===== config.mk =====
export PLATFORM = sky130hd
export DESIGN_NAME = key_line_controller
export DESIGN_NICKNAME = d
export VERILOG_FILES = /design/src/rtl/key_line_controller.sv
export SDC_FILE = /design/constraint.sdc
export NUM_CORES = 1
export LEC_CHECK = 0
export BUFFER_PORTS_ARGS = -buffer_cell sky130_fd_sc_hd__buf_2
export CAP_MARGIN = 20
export CORE_MARGIN = 4
export CORE_UTILIZATION = 50
export CTS_CLUSTER_SIZE = 8
export DETAILED_ROUTE_END_ITERATION = 10
export GPL_ROUTABILITY_DRIVEN = 1
export PLACE_DENSITY = 0.73
export SLEW_MARGIN = 5
export SYNTH_ARGS = -nofsm -noshare
export SYNTH_HDL_FRONTEND = slang
export SYNTH_SLANG_ARGS = --single-unit

===== constraint.sdc =====
create_clock -name clk -period 7.2 [get_ports clk]
set_clock_uncertainty 0.15 [all_clocks]
set_input_delay 1.44 -clock clk [delete_from_list [all_inputs] [get_ports clk]]
set_output_delay 1.44 -clock clk [all_outputs]
set_load 0.01 [all_outputs]

===== src/rtl/key_line_controller.sv =====
// Keyboard line editor: collects released keys into a line buffer, expands tabs,
// handles backspace, and streams the line plus a CR terminator on enter.
module key_line_controller #(
   parameter int DEPTH     = 16,
   parameter int TAB_WIDTH = 4
) (
   input  logic                         clk,
   input  logic                         reset,
   input  logic [7:0]                   key_code,
   input  logic                         key_flag,
   input  logic                         key_enter,
   input  logic                         key_tab,
   input  logic                         key_bksp,
   output logic [7:0]                   out_char,
   output logic                         out_valid,
   output logic                         out_last,
   input  logic                         out_ready,
   output logic [$clog2(DEPTH+1)-1:0]   len,
   output logic                         busy,
   output logic                         drop
);

   localparam int LW = $clog2(DEPTH + 1);
   localparam int AW = $clog2(DEPTH);
   localparam int CW = $clog2(TAB_WIDTH + 1);
   localparam logic [LW-1:0] FULL  = LW'(DEPTH);
   localparam logic [CW-1:0] TAB_N = CW'(TAB_WIDTH);

   typedef enum logic [1:0] {EDIT, TAB, FLUSH} state_t;

   state_t          state;
   logic [LW-1:0]   idx;
   logic [CW-1:0]   cnt;
   logic [7:0]      line_mem [DEPTH];

   // Bit order of the key vectors: {enter, bksp, tab, flag}.
   logic [3:0] raw, sync1, sync2, hist, ev;
   assign raw = {key_enter, key_bksp, key_tab, key_flag};

   always_ff @(posedge clk or posedge reset) begin
      if (reset) begin
         sync1 <= '0;
         sync2 <= '0;
         hist  <= '0;
      end else begin
         // NOTE: sequential state uses non-blocking assignments so every flop
         // samples the pre-edge value of its neighbour; blocking here would
         // collapse the synchronizer chain into a single stage.
         sync1 <= raw;
         sync2 <= sync1;
         hist  <= sync2;
      end
   end

   assign ev = sync2 & ~hist;

   logic ev_flag, ev_tab, ev_bksp, ev_enter;
   assign ev_flag  = ev[0];
   assign ev_tab   = ev[1];
   assign ev_bksp  = ev[2];
   assign ev_enter = ev[3];

   logic do_bksp, do_tab, do_flag, full;
   assign do_bksp = ev_bksp & ~ev_enter;
   assign do_tab  = ev_tab  & ~ev_enter & ~ev_bksp;
   assign do_flag = ev_flag & ~ev_enter & ~ev_bksp & ~ev_tab;
   assign full    = (len == FULL);

   logic       wr_en;
   logic [7:0] wr_data;

   always_comb begin
      // NOTE: every always_comb output gets a default first so no path
      // through the block leaves it unassigned and infers a latch.
      wr_en   = 1'b0;
      wr_data = key_code;
      if (state == TAB) begin
         wr_en   = ~full;
         wr_data = 8'h20;
      end else if (state == EDIT) begin
         wr_en   = do_flag & ~full;
      end
   end

   // NOTE: the line buffer has no reset; its contents are unobservable while
   // len is 0, and leaving it out keeps it mappable to plain RAM.
   always_ff @(posedge clk) begin
      if (wr_en) line_mem[len[AW-1:0]] <= wr_data;
   end

   logic [LW-1:0] idx_next;
   logic [7:0]    rd_data;
   assign idx_next = idx + LW'(1);
   assign rd_data  = line_mem[idx_next[AW-1:0]];

   always_ff @(posedge clk or posedge reset) begin
      if (reset) begin
         state     <= EDIT;
         len       <= '0;
         idx       <= '0;
         cnt       <= '0;
         out_char  <= 8'h00;
         out_valid <= 1'b0;
         out_last  <= 1'b0;
         busy      <= 1'b0;
         drop      <= 1'b0;
      end else begin
         drop <= 1'b0;
         case (state)
            EDIT: begin
               if (ev_enter) begin
                  state     <= FLUSH;
                  busy      <= 1'b1;
                  idx       <= '0;
                  out_valid <= 1'b1;
                  out_char  <= (len == '0) ? 8'h0D : line_mem[0];
                  out_last  <= (len == '0);
               end else if (do_bksp) begin
                  if (len != '0) len <= len - LW'(1);
               end else if (do_tab) begin
                  state <= TAB;
                  busy  <= 1'b1;
                  cnt   <= TAB_N;
               end else if (do_flag) begin
                  if (full) drop <= 1'b1;
                  else      len  <= len + LW'(1);
               end
            end
            TAB: begin
               drop <= ev_flag;
               if (full) begin
                  // Tab on a full line: nothing fits, report it once and leave.
                  drop  <= 1'b1;
                  state <= EDIT;
                  busy  <= 1'b0;
                  cnt   <= '0;
               end else begin
                  len <= len + LW'(1);
                  cnt <= cnt - CW'(1);
                  if (cnt == CW'(1) || len == FULL - LW'(1)) begin
                     state <= EDIT;
                     busy  <= 1'b0;
                  end
               end
            end
            FLUSH: begin
               drop <= ev_flag;
               if (out_ready) begin
                  if (out_last) begin
                     state     <= EDIT;
                     busy      <= 1'b0;
                     len       <= '0;
                     idx       <= '0;
                     out_valid <= 1'b0;
                     out_char  <= 8'h00;
                     out_last  <= 1'b0;
                  end else begin
                     idx <= idx_next;
                     if (idx_next == len) begin
                        out_char <= 8'h0D;
                        out_last <= 1'b1;
                     end else begin
                        out_char <= rd_data;
                     end
                  end
               end
            end
            default: begin
               state <= EDIT;
               busy  <= 1'b0;
            end
         endcase
      end
   end

endmodule

# Word-level counts from Yosys, hierarchy flattened
# Memories as Yosys holds them, arrays and structs flattened.
# Index checks and enable logic that the tools add are counted.
# totals
in_bits,15
memories,1
out_inout_bits,17
ramBits,128
register_bits,39
elab_cells,119
# classes
n_bitwise,13
n_eq_ne,18
n_reduce_logical,12
add_sub_neg,4
n_mux,59
# mem_list
memory,depth,word_bits,rd,rd_ports_with_merged_regs,write_ports,line_no,rtl
line_mem,16,8,2,0,1,34,logic [7:0] line_mem [DEPTH];
# ops
op,n
5-bit 2-to-1 mux,11
8-bit 2-to-1 mux,6
1-bit 2-to-1 mux,22
8-bit case mux with 2 select lines,1
5-bit case mux with 3 select lines,1
2-bit 2-to-1 mux,7
3-bit 2-to-1 mux,4
"2-bit inequality test, second input constant",6
"3-bit inequality test, second input constant",4
"5-bit by 1-bit adder with 5-bit output, second input constant",2
5-bit case mux with 2 select lines,1
4-bit AND reduction,2
1-bit bitwise AND,7
7-bit AND reduction,1
"3-bit by 2-bit inequality test with 1-bit output, second input constant",2
1-bit case mux with 3 select lines,2
2-bit case mux with 3 select lines,1
3-bit case mux with 2 select lines,1
"5-bit by 4-bit == test with 1-bit output, second input constant",1
5-bit == test,1
"5-bit == test, second input constant",1
5-bit zero test,1
5-bit AND reduction,1
5-bit nonzero test,1
other kinds (14),19

# Longest topological paths before layout
# depth
word_depth,11
depth_mapped,9
ltp_nobuf,7

# Least setup slack after synthesis
# Ideal clock, no wire load.
# synth_path
path_type,in2reg
start,input out_ready
end,register len[0]
path_buffers,1
t_arrival_ns,2.469
required_time_ns,6.946
setup_slack_ns,4.478
stages,5
setup_time_ns,0.104
cell_sequence,a21boi_0 > or2_2 > or2_1 > buf_4 > o41ai_2
# synth_via
elab_chain_cells,2
# synth_lines
item,line_no,rtl
start: declaration,17,"input logic out_ready,"
2-bit inequality test (no line),--,
7-bit AND reduction (no line),--,
end signal: assignment,119,if (len != '0) len <= len - LW'(1);
end signal: assignment,126,else len <= len + LW'(1);
end signal: assignment,138,len <= len + LW'(1);
end: declaration,18,"output logic [$clog2(DEPTH+1)-1:0] len,"
# Every way passes these cells.
# A chain may end at the register's enable or synchronous reset.

# Worst setup path after layout
# layout_path
start,register len[3]
end,output len[3]
# No word-level cell between the ends.

==> results.tsv <==
metric	value	unit
static leakage	0.00295	uW
CP max-delay cell	dfrtp_1	
GR Layer Usage met2	28.4	%
clk_lat worst skew	0.43	ns
FFs w/ async S/R, synth	23.4	%
CTS Hold Bufs	0	
first-pass GRT wire length	22900	um
CP delay by family, top	flip-flops	
Gates resized, CTS repair	0	
Initial Utilization	51.7	%
clk buf depth	2	
total of max-cap violations	0	
Syn Inst Count	447	
# diodes	0	
cts bufs inserted	17	
Setup TNS	0	ns
Final Hold Vio Count	0	
EDFF count, synth	128	
Crit path buffers/inverters	1	
Fill cells	1050	
io pins	32	
final WL	14400	um
Starting DRT DRC Count	576	
Max IR drop VDD	0.000210	V
Placed Cells	642	
GP Congestion	0.848	
initial antenna violation count	0	
minimum clock period	3.00	ns
leading cell type in the layout, fill and taps excluded	edfxtp_1	
Worst Max-Slew Pin Slew	1.07	ns
Worst Setup Start Kind	flop	
postcts setup bufs	0	
Rel. slew slack	28.5	%
dpl hpwl	9610	um
post-synthesis sequential area ratio	66.1	%
grt total ovfl	0	
Nets	514	
routed len/inst	21.2	um
Synth warnings	0	
final cell count without fillers	678	
Syn-to-layout area delta	12.5	%
synthesized flop and latch total	167	
Crit Path Category	reg -> out	
layout cells sized above 1	23.1	%
grt peak-use layer	met2	
number of routed nets with antenna violations	0	
via/cell ratio	5.88	
pin count of the biggest net entering global routing	40	
vias after detailed routing	3990	
Distinct cells, synth	54	
Critical Path AT	1.41	ns
max-slew violations	0	
CP max stage delay	0.73	ns
row cnt	43	
RSZ-0062 raised after global routing	false	
main flop type after synthesis	edfxtp_1	
top achievable clock speed	0.334	GHz
Port-buffer cells	31	
vias in the first global route	4060	
syn nets	476	
DRC Markers	0	
commonest cells after routing, fill and taps aside	128 x edfxtp_1, 38 x dfrtp_1, 31 x buf_2, 21 x nand2_1, 21 x mux4_2	
Critical Path End Type	output port	
final setup fails	0	
status	complete, no violations	
cells along the critical path	buf_2	
GR Util met3	4.65	%
Clk pin slew, worst setup/hold paths	0.06	ns
worst hold-check path type	reg -> reg	
crit share post-route	41.6	%
met1 GRT Util	26.2	%
die area	16600	um^2
# clock sinks	167	
core box area	14100	um^2
H-tree levels	4	
syn avg cell area	16.3	um^2
Root Buffer	clkbuf_16	
Chip Height	129	um
Worst Path Required	5.61	ns
PwrDens	396	nW/um^2
chip width	129	um
CP Max Fanout	17	
Post-Syn Area	7290	um^2
TritonRoute pass-1 iters	5	
CTS tree	yes	
GR Util All Layers	18.6	%
## worst paths after layout
path / from / end / slack (ns) / cells past startpoint
worst max-delay path: len[3] / len[3] / 4.20 / 1
worst min-delay path: sync1[3] / sync2[3] / 0.20 / 0
worst max register to register: state[1] / line_mem[8][2] / 4.51 / 5
worst min register to register: sync1[3] / sync2[3] / 0.20 / 0
max in group asynchronous: reset / idx[0] / 5.57 / 3
min in group asynchronous: reset / busy / 0.96 / 3
## routing by layer
layer  part of all wire, %  up-vias
met3                   5.2       25
met5                     0        -
li1                      -     1814
met4                   1.8        0
met1                    46     2009
met2                    47      142
## power breakdown
part	internal, uW	switching (uW)
registers	1240	101
logic	401	581
clock network	564	360
## logic make-up after synthesis
group,count (synthesis),synth area share (%)
AOI/OAI and AO/OA,69,5.86
adders and majority gates,14,2.40
DFF,167,66.1
xor gates and xnor gates,9,1.34
buffers and inverters,31,2.44
muxes,56,14.0
and+or+nand+nor,101,7.86
## worst reg2reg max path, cell delays in order (launching register included)
cell and delay [ns]:
dfrtp_1 0.43, inv_1 0.10, ha_1 0.55, a21oi_1 0.26
nor2_1 0.26, and3_1 0.58
## per-stage QoR
stage / hold slack, ns / power (uW) / util, % / cell area (um^2) / worst slack (ns)
final: 0.199 / 3240 / 58.2 / 8200 / 4.20
after global routing: 0.214 / 3410 / 58.2 / 8200 / 4.13
after CTS: 0.199 / 3250 / 58.0 / 8170 / 4.20
after detailed placement: 0.186 / 2320 / 53.6 / 7560 / 3.95
after global placement: 0.184 / 2280 / 53.6 / 7560 / 4.08
after floorplan: 0.181 / 2060 / - / 7290 / 4.48
## synth_stat cells (all sizes together) (12+ instances only)
cell type	n	share of area, %
o21ai	31	2.2
nor2	18	0.93
edfxtp	128	53
nand2	21	1.1
mux2i	12	1.6
nor2b	13	1.1
dfrtp	39	13
buf	12	1.5
mux4	32	10
ha	14	2.4
mux2	12	1.9
## flip-flops by register name, indices dropped and copies added, names as in the netlist
name       cells
hist           4
len            5
line_mem     128
out_last       1
busy           1
sync1          4
drop           1
cnt            3
idx            5
out_char       8
out_valid      1
state          2
sync2          4
## final cells by class
cell class / count / area, um^2 / area share [%]
clock inverter: 11 / 148 / 1.80
sequential: 167 / 4820 / 58.8
multi-input combinational: 249 / 2290 / 27.9
inverter: 11 / 41.3 / 0.504
timing repair buffer: 39 / 215 / 2.62
tap: 180 / 225 / 2.75
clock buffer: 21 / 460 / 5.61
No activity file was read; power rests on OpenSTA's default activity.
